[config.mk]
export PLATFORM = sky130hd
export DESIGN_NAME = mc_risc_core_flat
export DESIGN_NICKNAME = d
export VERILOG_FILES = /design/src/rtl/mc_risc_mem_if.sv /design/src/rtl/mc_risc_core.sv /design/src/flat_wrapper.sv
export SDC_FILE = /design/constraint.sdc
export NUM_CORES = 1
export LEC_CHECK = 0
export ABC_AREA = 1
export CAP_MARGIN = 20
export CORE_MARGIN = 1.5
export CORE_UTILIZATION = 50
export DETAILED_ROUTE_END_ITERATION = 8
export PLACE_DENSITY = 0.71
export SETUP_SLACK_MARGIN = 0.02
export SLEW_MARGIN = 10
export SYNTH_ARGS = -nofsm -noshare
export SYNTH_HDL_FRONTEND = slang
export SYNTH_SLANG_ARGS = --single-unit
[constraint.sdc]
create_clock -name clk -period 3.7 [get_ports clk]
set_input_delay 0.74 -clock clk [delete_from_list [all_inputs] [get_ports clk]]
set_output_delay 0.74 -clock clk [all_outputs]
set_load 0.03 [all_outputs]
[src/rtl/mc_risc_mem_if.sv]
// rtl/mc_risc_mem_if.sv - instruction/data memory request-acknowledge bus of mc_risc_core
interface mc_risc_mem_if #(
    parameter int DATA_W  = 8,
    parameter int PC_W    = 8,
    parameter int INSTR_W = 11
);
    logic               imem_req;
    logic [PC_W-1:0]    imem_addr;
    logic               imem_ack;
    logic [INSTR_W-1:0] imem_rdata;
    logic               dmem_req;
    logic               dmem_we;
    logic [DATA_W-1:0]  dmem_addr;
    logic [DATA_W-1:0]  dmem_wdata;
    logic               dmem_ack;
    logic [DATA_W-1:0]  dmem_rdata;

    modport master (
        output imem_req, imem_addr, dmem_req, dmem_we, dmem_addr, dmem_wdata,
        input  imem_ack, imem_rdata, dmem_ack, dmem_rdata
    );

    modport slave (
        input  imem_req, imem_addr, dmem_req, dmem_we, dmem_addr, dmem_wdata,
        output imem_ack, imem_rdata, dmem_ack, dmem_rdata
    );
endinterface

[src/rtl/mc_risc_core.sv]
// rtl/mc_risc_core.sv - parametrised multicycle 3-bit-opcode RISC core with handshaked memories
module mc_risc_core #(
    parameter int DATA_W = 8,
    parameter int REG_AW = 2,
    parameter int IMM_W  = 4,
    parameter int PC_W   = 8
) (
    input  logic            clk,
    input  logic            reset,
    mc_risc_mem_if.master   mem,
    output logic [PC_W-1:0] pc,
    output logic            halted
);
    localparam int INSTR_W = 3 + 2 * REG_AW + IMM_W;
    localparam int NREGS   = 2 ** REG_AW;

    typedef enum logic [1:0] {FETCH, EXEC, MEM, HALT} state_t;

    state_t             state;
    logic [INSTR_W-1:0] ir;
    logic [DATA_W-1:0]  regs [NREGS];

    logic [2:0]         opcode;
    logic [REG_AW-1:0]  rd, ra, rb;
    logic [IMM_W-1:0]   imm;
    logic [1:0]         aluop;
    logic [DATA_W-1:0]  rd_val, ra_val, rb_val, alu_res, ea;
    logic [PC_W-1:0]    pc_inc;

    assign opcode = ir[INSTR_W-1 -: 3];
    assign rd     = ir[INSTR_W-4 -: REG_AW];
    assign ra     = ir[INSTR_W-4-REG_AW -: REG_AW];
    assign imm    = ir[IMM_W-1:0];
    assign rb     = imm[REG_AW+1:2];
    assign aluop  = imm[1:0];

    assign rd_val = regs[rd];
    assign ra_val = regs[ra];
    assign rb_val = regs[rb];
    assign ea     = ra_val + DATA_W'(imm);
    assign pc_inc = pc + PC_W'(1);

    assign mem.imem_addr = pc;

    always_comb begin
        alu_res = '0;
        case (aluop)
            2'b00:   alu_res = ra_val + rb_val;
            2'b01:   alu_res = ra_val + ~rb_val + DATA_W'(1);
            2'b10:   alu_res = ra_val & rb_val;
            default: alu_res = ra_val | rb_val;
        endcase
    end

    // imem_req is registered, so the first FETCH after reset spends one idle cycle raising it.
    always_ff @(posedge clk) begin
        if (!reset) begin
            state          <= FETCH;
            pc             <= '0;
            ir             <= '0;
            halted         <= 1'b0;
            mem.imem_req   <= 1'b0;
            mem.dmem_req   <= 1'b0;
            mem.dmem_we    <= 1'b0;
            mem.dmem_addr  <= '0;
            mem.dmem_wdata <= '0;
            for (int i = 0; i < NREGS; i++) regs[i] <= '0;
        end else begin
            case (state)
                FETCH: begin
                    if (!mem.imem_req) begin
                        mem.imem_req <= 1'b1;
                    end else if (mem.imem_ack) begin
                        ir           <= mem.imem_rdata;
                        mem.imem_req <= 1'b0;
                        state        <= EXEC;
                    end
                end
                EXEC: begin
                    state        <= FETCH;
                    mem.imem_req <= 1'b1;
                    pc           <= pc_inc;
                    case (opcode)
                        3'b000: regs[rd] <= alu_res;
                        3'b001: regs[rd] <= ea;
                        3'b010, 3'b011: begin
                            mem.dmem_addr  <= ea;
                            mem.dmem_we    <= opcode[0];
                            mem.dmem_wdata <= rd_val;
                            mem.dmem_req   <= 1'b1;
                            mem.imem_req   <= 1'b0;
                            pc             <= pc;
                            state          <= MEM;
                        end
                        3'b100: if (rd_val == ra_val) pc <= pc + PC_W'($signed(imm));
                        3'b101: pc <= PC_W'(ir[INSTR_W-4:0]);
                        3'b110: regs[rd] <= DATA_W'(imm);
                        default: begin
                            mem.imem_req <= 1'b0;
                            pc           <= pc;
                            halted       <= 1'b1;
                            state        <= HALT;
                        end
                    endcase
                end
                MEM: begin
                    if (mem.dmem_req && mem.dmem_ack) begin
                        if (!mem.dmem_we) regs[rd] <= mem.dmem_rdata;
                        mem.dmem_req <= 1'b0;
                        mem.imem_req <= 1'b1;
                        pc           <= pc_inc;
                        state        <= FETCH;
                    end
                end
                default: ;
            endcase
        end
    end
endmodule

[src/flat_wrapper.sv]
// flat-port wrapper written by rule: the top's interface ports become plain ports
module mc_risc_core_flat 
#(
    parameter int DATA_W = 8,
    parameter int REG_AW = 2,
    parameter int IMM_W  = 4,
    parameter int PC_W   = 8
)
  (clk, reset, pc, halted, mem_imem_req, mem_imem_addr, mem_dmem_req, mem_dmem_we, mem_dmem_addr, mem_dmem_wdata, mem_imem_ack, mem_imem_rdata, mem_dmem_ack, mem_dmem_rdata);
  mc_risc_mem_if #(.DATA_W(DATA_W), .PC_W(PC_W), .INSTR_W(11)) mem_i ();
  input  logic clk;
  input  logic reset;
  output logic [PC_W-1:0] pc;
  output logic halted;
  output wire logic [$bits(mem_i.imem_req)-1:0] mem_imem_req;
  output wire logic [$bits(mem_i.imem_addr)-1:0] mem_imem_addr;
  output wire logic [$bits(mem_i.dmem_req)-1:0] mem_dmem_req;
  output wire logic [$bits(mem_i.dmem_we)-1:0] mem_dmem_we;
  output wire logic [$bits(mem_i.dmem_addr)-1:0] mem_dmem_addr;
  output wire logic [$bits(mem_i.dmem_wdata)-1:0] mem_dmem_wdata;
  input wire logic [$bits(mem_i.imem_ack)-1:0] mem_imem_ack;
  input wire logic [$bits(mem_i.imem_rdata)-1:0] mem_imem_rdata;
  input wire logic [$bits(mem_i.dmem_ack)-1:0] mem_dmem_ack;
  input wire logic [$bits(mem_i.dmem_rdata)-1:0] mem_dmem_rdata;
  assign mem_imem_req = mem_i.imem_req;
  assign mem_imem_addr = mem_i.imem_addr;
  assign mem_dmem_req = mem_i.dmem_req;
  assign mem_dmem_we = mem_i.dmem_we;
  assign mem_dmem_addr = mem_i.dmem_addr;
  assign mem_dmem_wdata = mem_i.dmem_wdata;
  assign mem_i.imem_ack = mem_imem_ack;
  assign mem_i.imem_rdata = mem_imem_rdata;
  assign mem_i.dmem_ack = mem_dmem_ack;
  assign mem_i.dmem_rdata = mem_dmem_rdata;
  mc_risc_core #(.DATA_W(DATA_W), .REG_AW(REG_AW), .IMM_W(IMM_W), .PC_W(PC_W)) u_core (.clk(clk), .reset(reset), .mem(mem_i), .pc(pc), .halted(halted));
endmodule
---- Word level (Yosys, flattened, before mapping) ----
Memories as Yosys holds them, arrays and structs flattened. A register that Yosys moved wholly into a read port is not among the register bits.
Cells that the tools add are included.
storage, ports and cells
  register bits ........................... 41
  RAM bits ................................ 32
  bits of input ports ..................... 23
  output and inout bits ................... 36
  word-level logic and storage cells ...... 105
  memories ................................ 1
memory list
  name         depth  bits a word  rd ports  clocked after Yosys merged registers in  write ports  line                RTL
  u_core.regs  4      8            3         3                                        4            mc_risc_core.sv:21  logic [DATA_W-1:0] regs [NREGS];
cells by class
  $add $sub $neg .......................... 6
  eq/ne operators ......................... 16
  mux-type cells .......................... 48
  bitwise gates (word level) .............. 7
  reduce and logical (&&, ||, !) cells .... 18
operators by type and width
  kind                   count
  $mux W8                6
  $pmux W8 S3            2
  $mux W1                25
  $add A8 B8 Y8          3
  $mux W2                10
  $add A8 B1 Y8 const B  2
  $pmux W8 S2            1
  $eq A3 B3 Y1 const B   3
  $reduce_and A3 Y1      3
  $add A8 B4 Y8          1
  $and A8 B8 Y8          1
  $eq A8 B8 Y1           1
  $not A8 Y8             1
  $or A8 B8 Y8           1
  $reduce_or A8 Y1       1
  $reduce_or A7 Y1       1
  $eq A3 B2 Y1 const B   2
  $pmux W2 S3            1
  $reduce_and A2 Y1      3
  $reduce_or A5 Y1       1
  $eq A2 B1 Y1 const B   2
  $eq A2 B2 Y1 const B   2
  $logic_not A2 Y1       2
  $ne A2 B1 Y1 const B   2
  other kinds (15)       18

---- Depth between registers and ports, before layout ----
Gate-level depths: netlist of the first run.
  depth after elaboration ................. 10
  gate-level depth with buffers ........... 20

---- Worst setup path before layout of the first run ----
No wires, ideal clock.
  path type ............................... register -> register
  from .................................... register (tool-made name)
  to ...................................... memory u_core.regs[0][5] (data pin)
  setup time .............................. 146 ps
  data arrival time ....................... 2606 ps
  required time ........................... 3554 ps
  path slack .............................. 947 ps
  stages on the path, launching flop included .. 18
  cell sequence ........................... dfxtp_1 -> clkbuf_1 -> clkbuf_1 -> nand2_1 -> a32oi_1 -> inv_1 -> ha_1 -> nand3_1 -> nand3_1 -> nand3_1 -> nand2_1 -> a21boi_0 -> o21ai_0 -> nand3_1 -> nand2_1 -> nand2_1 -> nand3_1 -> a21oi_1
RTL lines
  what              line
  end: declaration  mc_risc_core.sv:21

==> results of run 1 <==
## routing by layer
| metal | vias to the layer above | share of wire | track usage |
|---|---|---|---|
| met2 | 225 | 0.46 | 0.4612 |
| met5 | - | 0 | 0 |
| li1 | 3115 | - | - |
| met1 | 2796 | 0.44 | 0.3546 |
| met4 | 0 | 0.040 | 0.1398 |
| met3 | 42 | 0.058 | 0.03818 |
## layout make-up
class	instances	area [um^2]
clock buffers	11	264.0
clock inverters	5	47.55
fillers	1222	5196
inverters	118	455.4
multi-input cells	699	3787
flip-flops and latches	79	1903
well taps	172	215.2
repair buffers	67	648.1
## worst reg2reg max path, stage by stage, from the launching register on
cell,delay [ns]
dfxtp_2,0.45
inv_1,0.27
nand2_1,0.08
a32oi_1,0.47
inv_1,0.17
ha_1,0.33
nand3_1,0.09
nand3_1,0.14
nand3_1,0.11
nand2_1,0.06
a21boi_0,0.15
o21ai_0,0.10
nand3_1,0.10
nand2_1,0.08
nand2_1,0.06
nand3_1,0.19
a21oi_1,0.22
## how the worst max path moves through the flow
stage                     from           endpoint  slack, ns
after global routing      flop  u_core.regs[1][5]       0.15
after detailed placement  flop  u_core.regs[1][4]       0.31
final                     flop  u_core.regs[1][5]       0.48
after global placement    flop  u_core.regs[1][4]       0.35
after floorplan           flop  u_core.regs[0][5]       0.95
after CTS                 flop  u_core.regs[1][4]       0.29
## cell usage in the layout, fill, tap and decap left out, types with 9 or more instances in the layout
cell type,n
clkdlybuf4s50_1,58
a21oi_1,76
dfxtp_1,46
xor2_1,17
nand3_1,74
nand2_2,33
ha_1,39
inv_1,106
edfxtp_1,32
o21ai_0,34
inv_2,10
buf_4,9
nand4_1,12
clkbuf_16,10
nor2_1,51
nand2_1,293
## through the flow
step	cell area (um^2)	total power, mW
2_1_floorplan	6381	2.040
3_3_place_gp	7008	2.375
3_5_place_dp	7008	2.383
4_1_cts	7320	3.306
5_1_grt	7321	3.501
6_report	7321	3.306
## cells by family (layout without fill, tap and decap cells)
kind of cell,after synthesis,in the layout,share of synthesized area
fa+ha+maj,43,43,0.08902
xor+xnor,20,20,0.02745
buf+inv,154,201,0.1088
flops,79,79,0.2980
simple gates,494,494,0.3524
compound gates,142,142,0.1243
## power by group through the flow
| stage | combinational, mW | clock, mW | sequential (mW) |
|---|---|---|---|
| 2_1_floorplan | 0.918 | 0 | 1.12 |
| 3_3_place_gp | 1.26 | 0 | 1.12 |
| 3_5_place_dp | 1.27 | 0 | 1.12 |
| 4_1_cts | 1.27 | 0.935 | 1.10 |
| 5_1_grt | 1.42 | 0.970 | 1.11 |
| 6_report | 1.29 | 0.922 | 1.10 |
## sequential cells by signal, summed over array words and instances (netlist names), named ones only
name / count
u_core.mem.dmem_addr: 8
u_core.mem.imem_req: 1
u_core.mem.dmem_req: 1
u_core.mem.imem_addr: 8
u_core.mem.dmem_wdata: 8
u_core.ir: 11
u_core.halted: 1
u_core.state: 2
u_core.mem.dmem_we: 1
u_core.regs: 32
==> results.cfg, run 1 <==
[worst_setup_path]
start_kind = flop
crit_type = flop to flop
crit_fanout = 25
rrSetupSlack_ns = 0.48
worstReg2RegEnd = u_core.regs[1][5]
critPathMaxStageDelay_ns = 0.47
critPathRequiredTime_ns = 3.90
crit_arrival_ns = 3.42
crit_cells = 16
worstPathCellList = inv_1 > nand2_1 > a32oi_1 > inv_1 > ha_1 > nand3_1 > nand3_1 > nand3_1 > nand2_1 > a21boi_0 > o21ai_0 > nand3_1 > nand2_1 > nand2_1 > nand3_1 > a21oi_1
cpMaxStageDelayCell = a32oi_1
crit_buf_inv = 2
crit_top_cell = nand3_1
path_delay_family = compound AO/OA/AOI/OAI gates
end_kind = flop
ff2ff_path_depth = 16

[cts]
hold_buffers = 0
post-cts-setup-buffer-count = 0
cts_tree = done
clk_latency_ns = 0.35
cts-buffers-inserted = 9
clock_sinks = 79
cts.path.max_buffers = 2
cts_root_buf = clkbuf_16
clk_pin_slew_ns = 0.07
cts-htree-levels = 3
ctsResizeCount = 0

[power_and_ir_drop]
p_clk_frac = 0.279
p_leak_nw = 3.522
power.switching_mw = 1.337
vdd_ir_drop_max_uv = 272.3
pwr-share-comb = 0.389
p_per_area_mw_per_mm2 = 451.6
seqPwrFrac = 0.332
power.internal_mw = 1.969
p_sw_frac = 0.4044

[cells_and_area]
nets = 1040
fin_cells = 1151
area_growth_pct = 14.73
final_core_util = 0.5849
antenna_cells = 0
drive_gt1_frac = 0.09602

[floorplan]
dieArea_mm2 = 0.01345
coreArea_mm2 = 0.01252
start_util = 0.5098
dieHeight_um = 116.0
rows = 41
die_w_um = 116.0
io_pins = 59

[yosys]
ys_top_cells_by_area = nand2_1 (17%), edfxtp_1 (15%), dfxtp_1 (15%), ha_1 (7.6%), inv_1 (6.2%)
postSynthCellCount = 932
synth_warnings = 0
synth-async-reset-ratio = 0
synth.top_cell.area_share = 0.1724
synth_top_area_cell = nand2_1
synth_common_cells = nand2_1 (293), inv_1 (106), a21oi_1 (76)
syn-cell-area_mm2 = 0.006381
synth_cell_types = 45
yosysMostFrequentCell = nand2_1
synth_ff_type = dfxtp_1
synth-seq-cells = 79
seq_area_frac_synth = 0.2980
synth_nets = 998
synth_area_per_cell_um2 = 6.847
synth_edf_count = 32

[detailed_routing]
drtIter0Drc = 446
drc = 0
drt-pass1-iter-count = 5
routed_wl_um = 17710
avgViaCountPerCell = 5.368
wl_per_cell_um = 15.39
vias = 6178
ant_nets = 0

[timing]
setup_viol = 0
fmax_mhz = 311.0
fin_ws_ns = 0.4845
rsz0062_at_grt = no
tns_ns = 0
slew-limit-headroom = 0.4604
fin_crit_ns = 3.216
fin_hold_ws_ns = 0.4774
fin_skew_ns = 0.005885
worstMarginPinSlew_ns = 0.8082
finalMaxSlewViolations = 0
finalHoldViolCount = 0
period_share = 0.8691

[hold_path]
hp-class = flop to flop
worstHoldEndpoint = u_core.halted
min_path_cells = 2
min-delay-start = u_core.halted

[grt]
grt_max_degree = 26
grt_overflow_total = 0
antenna_found_initial = 0
grt_pass1_vias = 5544
track_usage = 0.2779
grt_pass1_wl_um = 28430

[place]
place_congestion = 0.9288
dp.cells = 1135
numPortBuffers = 58
dp_slack_ns = 0.3071
hpwl_um = 13630

[outcome]
status = finished clean

[job]
maxCapViolCount = 0
No activity file was read; power rests on OpenSTA's default activity.
==> run 2, diff against run 1 <==
--- a/config.mk
+++ b/config.mk
@@ -7,10 +7,12 @@
 export LEC_CHECK = 0
 export ABC_AREA = 1
 export CAP_MARGIN = 20
+export CELL_PAD_IN_SITES_DETAIL_PLACEMENT = 1
+export CELL_PAD_IN_SITES_GLOBAL_PLACEMENT = 1
 export CORE_MARGIN = 1.5
-export CORE_UTILIZATION = 50
+export CORE_UTILIZATION = 42
 export DETAILED_ROUTE_END_ITERATION = 8
-export PLACE_DENSITY = 0.71
+export PLACE_DENSITY_LB_ADDON = 0.1
 export SETUP_SLACK_MARGIN = 0.02
 export SLEW_MARGIN = 10
 export SYNTH_ARGS = -nofsm -noshare
==> run 2 against run 1 <==
Combinational power rose by 5%. Via count increased by 4.6%. First-iteration DRC count fell by 35%. Non-clock buffer count is 2 higher. Sequential power hardly changed. Critical endpoint is now u_core.regs[1][6].
==> results.cfg, run 2 (synthesis results as in run 1) <==
[grt]
track_usage = 0.2873
grt_overflow_total = 0
antenna_found_initial = 0
grt_pass1_vias = 6849
grt_max_degree = 28
grt_pass1_wl_um = 35570

[timing]
fin_crit_ns = 3.265
finalMaxSlewViolations = 0
finalHoldViolCount = 0
fin_skew_ns = 0.007312
period_share = 0.8825
rsz0062_at_grt = no
slew-limit-headroom = 0.3828
worstMarginPinSlew_ns = 0.9246
setup_viol = 0
tns_ns = 0
fmax_mhz = 306.3

[detailed_routing]
drc = 0
vias = 6464
drt-pass1-iter-count = 5
ant_nets = 0
avgViaCountPerCell = 5.548
routed_wl_um = 22290
drtIter0Drc = 291
wl_per_cell_um = 19.13

[worst_setup_path]
start_kind = flop
end_kind = flop
critPathMaxStageDelay_ns = 0.57
crit_fanout = 17
cpMaxStageDelayCell = dfxtp_2
worstPathCellList = inv_8 > nand2_2 > nand2_1 > nand2_1 > nand2_2 > ha_1 > fa_1 > a21oi_1 > nor2_1 > nor2_1 > nor2_1 > nand2_1 > xor2_1 > nand2_1 > nand2_1 > inv_1 > nand2_1 > a21oi_1
crit_arrival_ns = 3.36
crit_top_cell = nand2_1
crit_type = flop to flop
critPathRequiredTime_ns = 3.79
rrSetupSlack_ns = 0.43

[cells_and_area]
top_register = u_core.regs
antenna_cells = 0
top_regs = u_core.regs: 32 flops, u_core.ir: 11 flops
post-route-cell-area_mm2 = 0.007348
mostFrequentLayoutCell = nand2_1
nFillCells = 1951
most-common-layout-cells = nand2_1 (293), inv_1 (106), a21oi_1 (76)
largest_reg_flops = 32
drive_gt1_frac = 0.09888
regArea_mm2 = 0.001904
nets = 1042
area_growth_pct = 15.16
multi_input_area_mm2 = 0.003787

[place]
place_congestion = 0.8798
hpwl_um = 17050
placed_cell_area_mm2 = 0.007038
numPortBuffers = 58

[floorplan]
dieHeight_um = 126.3
rows = 44
dieArea_mm2 = 0.01594
coreArea_mm2 = 0.01470
die_w_um = 126.3
start_util = 0.4341
io_pins = 59

[cts]
ctsResizeCount = 0
cts_tree = done
clock_sinks = 79
clk_pin_slew_ns = 0.07
cts_root_buf = clkbuf_16
cts-htree-levels = 3
clk_latency_ns = 0.36
cts.path.max_buffers = 2
post-cts-setup-buffer-count = 0
cts-buffers-inserted = 9
hold_buffers = 0

[power_and_ir_drop]
pwr-share-comb = 0.399
p_clk_frac = 0.276
p_sw_frac = 0.4225
power.switching_mw = 1.434
seqPwrFrac = 0.325
p_leak_nw = 3.534
vdd_ir_drop_max_uv = 214.1
p_per_area_mw_per_mm2 = 462.1
power.internal_mw = 1.961

[job]
maxCapViolCount = 0

[hold_path]
hp-class = flop to flop

[outcome]
status = finished clean
==> run 2: path summary, 6_finish.rpt <==
path	start	to	cells after the start
worst min-delay path	u_core.halted	u_core.halted	2
worst min register to register	u_core.halted	u_core.halted	2
worst max-delay path	flop	u_core.regs[1][6]	18
worst max register to register	flop	u_core.regs[1][6]	18
==> run 2: stage by stage <==
stage	setup WS, ns	util	power, mW	cells	hold slack, ns
2_1_floorplan	0.9472	-	2.040	932	0.4550
3_3_place_gp	0.3291	0.4788	2.404	1149	0.4462
3_5_place_dp	0.1287	0.4788	2.459	1149	0.4492
4_1_cts	0.1141	0.4997	3.400	1165	0.4667
5_1_grt	0.1268	0.4999	3.586	1165	0.5141
6_report	0.4349	0.4999	3.396	1165	0.4610
==> run 2: area by class of cell <==
| cell class | instances | share of cell area |
|---|---|---|
| clock buffers | 10 | 0.03405 |
| clock inverters | 6 | 0.007832 |
| inverters | 118 | 0.06198 |
| multi-input cells | 699 | 0.5154 |
| flip-flops and latches | 79 | 0.2592 |
| well taps | 184 | 0.03133 |
| repair buffers | 69 | 0.09024 |
==> run 2: power groups by stage <==
stage / clock network (mW) / registers (mW) / logic, mW
2_1_floorplan: 0 / 1.12 / 0.918
3_3_place_gp: 0 / 1.11 / 1.29
3_5_place_dp: 0 / 1.12 / 1.34
4_1_cts: 0.946 / 1.10 / 1.35
5_1_grt: 0.980 / 1.11 / 1.49
6_report: 0.938 / 1.10 / 1.35
==> run 2: routing by layer <==
layer	wire length (um)	GRT usage	up-vias
li1	-	-	3102
met1	8934	0.3230	3123
met2	11520	0.5378	183
met3	865	0.03016	56
met4	966	0.1440	0
met5	0	0	-
==> run 2: critical path: cells and delay by family, from the launching register on <==
family	cells	cell delay [ns]
flops	1	0.57
simple gates	11	1.07
buf+inv	2	0.17
compound gates	2	0.28
fa+ha+maj	2	0.71
xor+xnor	1	0.21
==> run 3, diff against run 2 <==
--- a/config.mk
+++ b/config.mk
@@ -7,12 +7,10 @@
 export LEC_CHECK = 0
 export ABC_AREA = 1
 export CAP_MARGIN = 20
-export CELL_PAD_IN_SITES_DETAIL_PLACEMENT = 1
-export CELL_PAD_IN_SITES_GLOBAL_PLACEMENT = 1
 export CORE_MARGIN = 1.5
-export CORE_UTILIZATION = 42
+export CORE_UTILIZATION = 50
 export DETAILED_ROUTE_END_ITERATION = 8
-export PLACE_DENSITY_LB_ADDON = 0.1
+export PLACE_DENSITY = 0.71
 export SETUP_SLACK_MARGIN = 0.02
 export SLEW_MARGIN = 10
 export SYNTH_ARGS = -nofsm -noshare
==> results of run 3 <==
No change in the layout: final DEF, timing and power equal those of run 1.
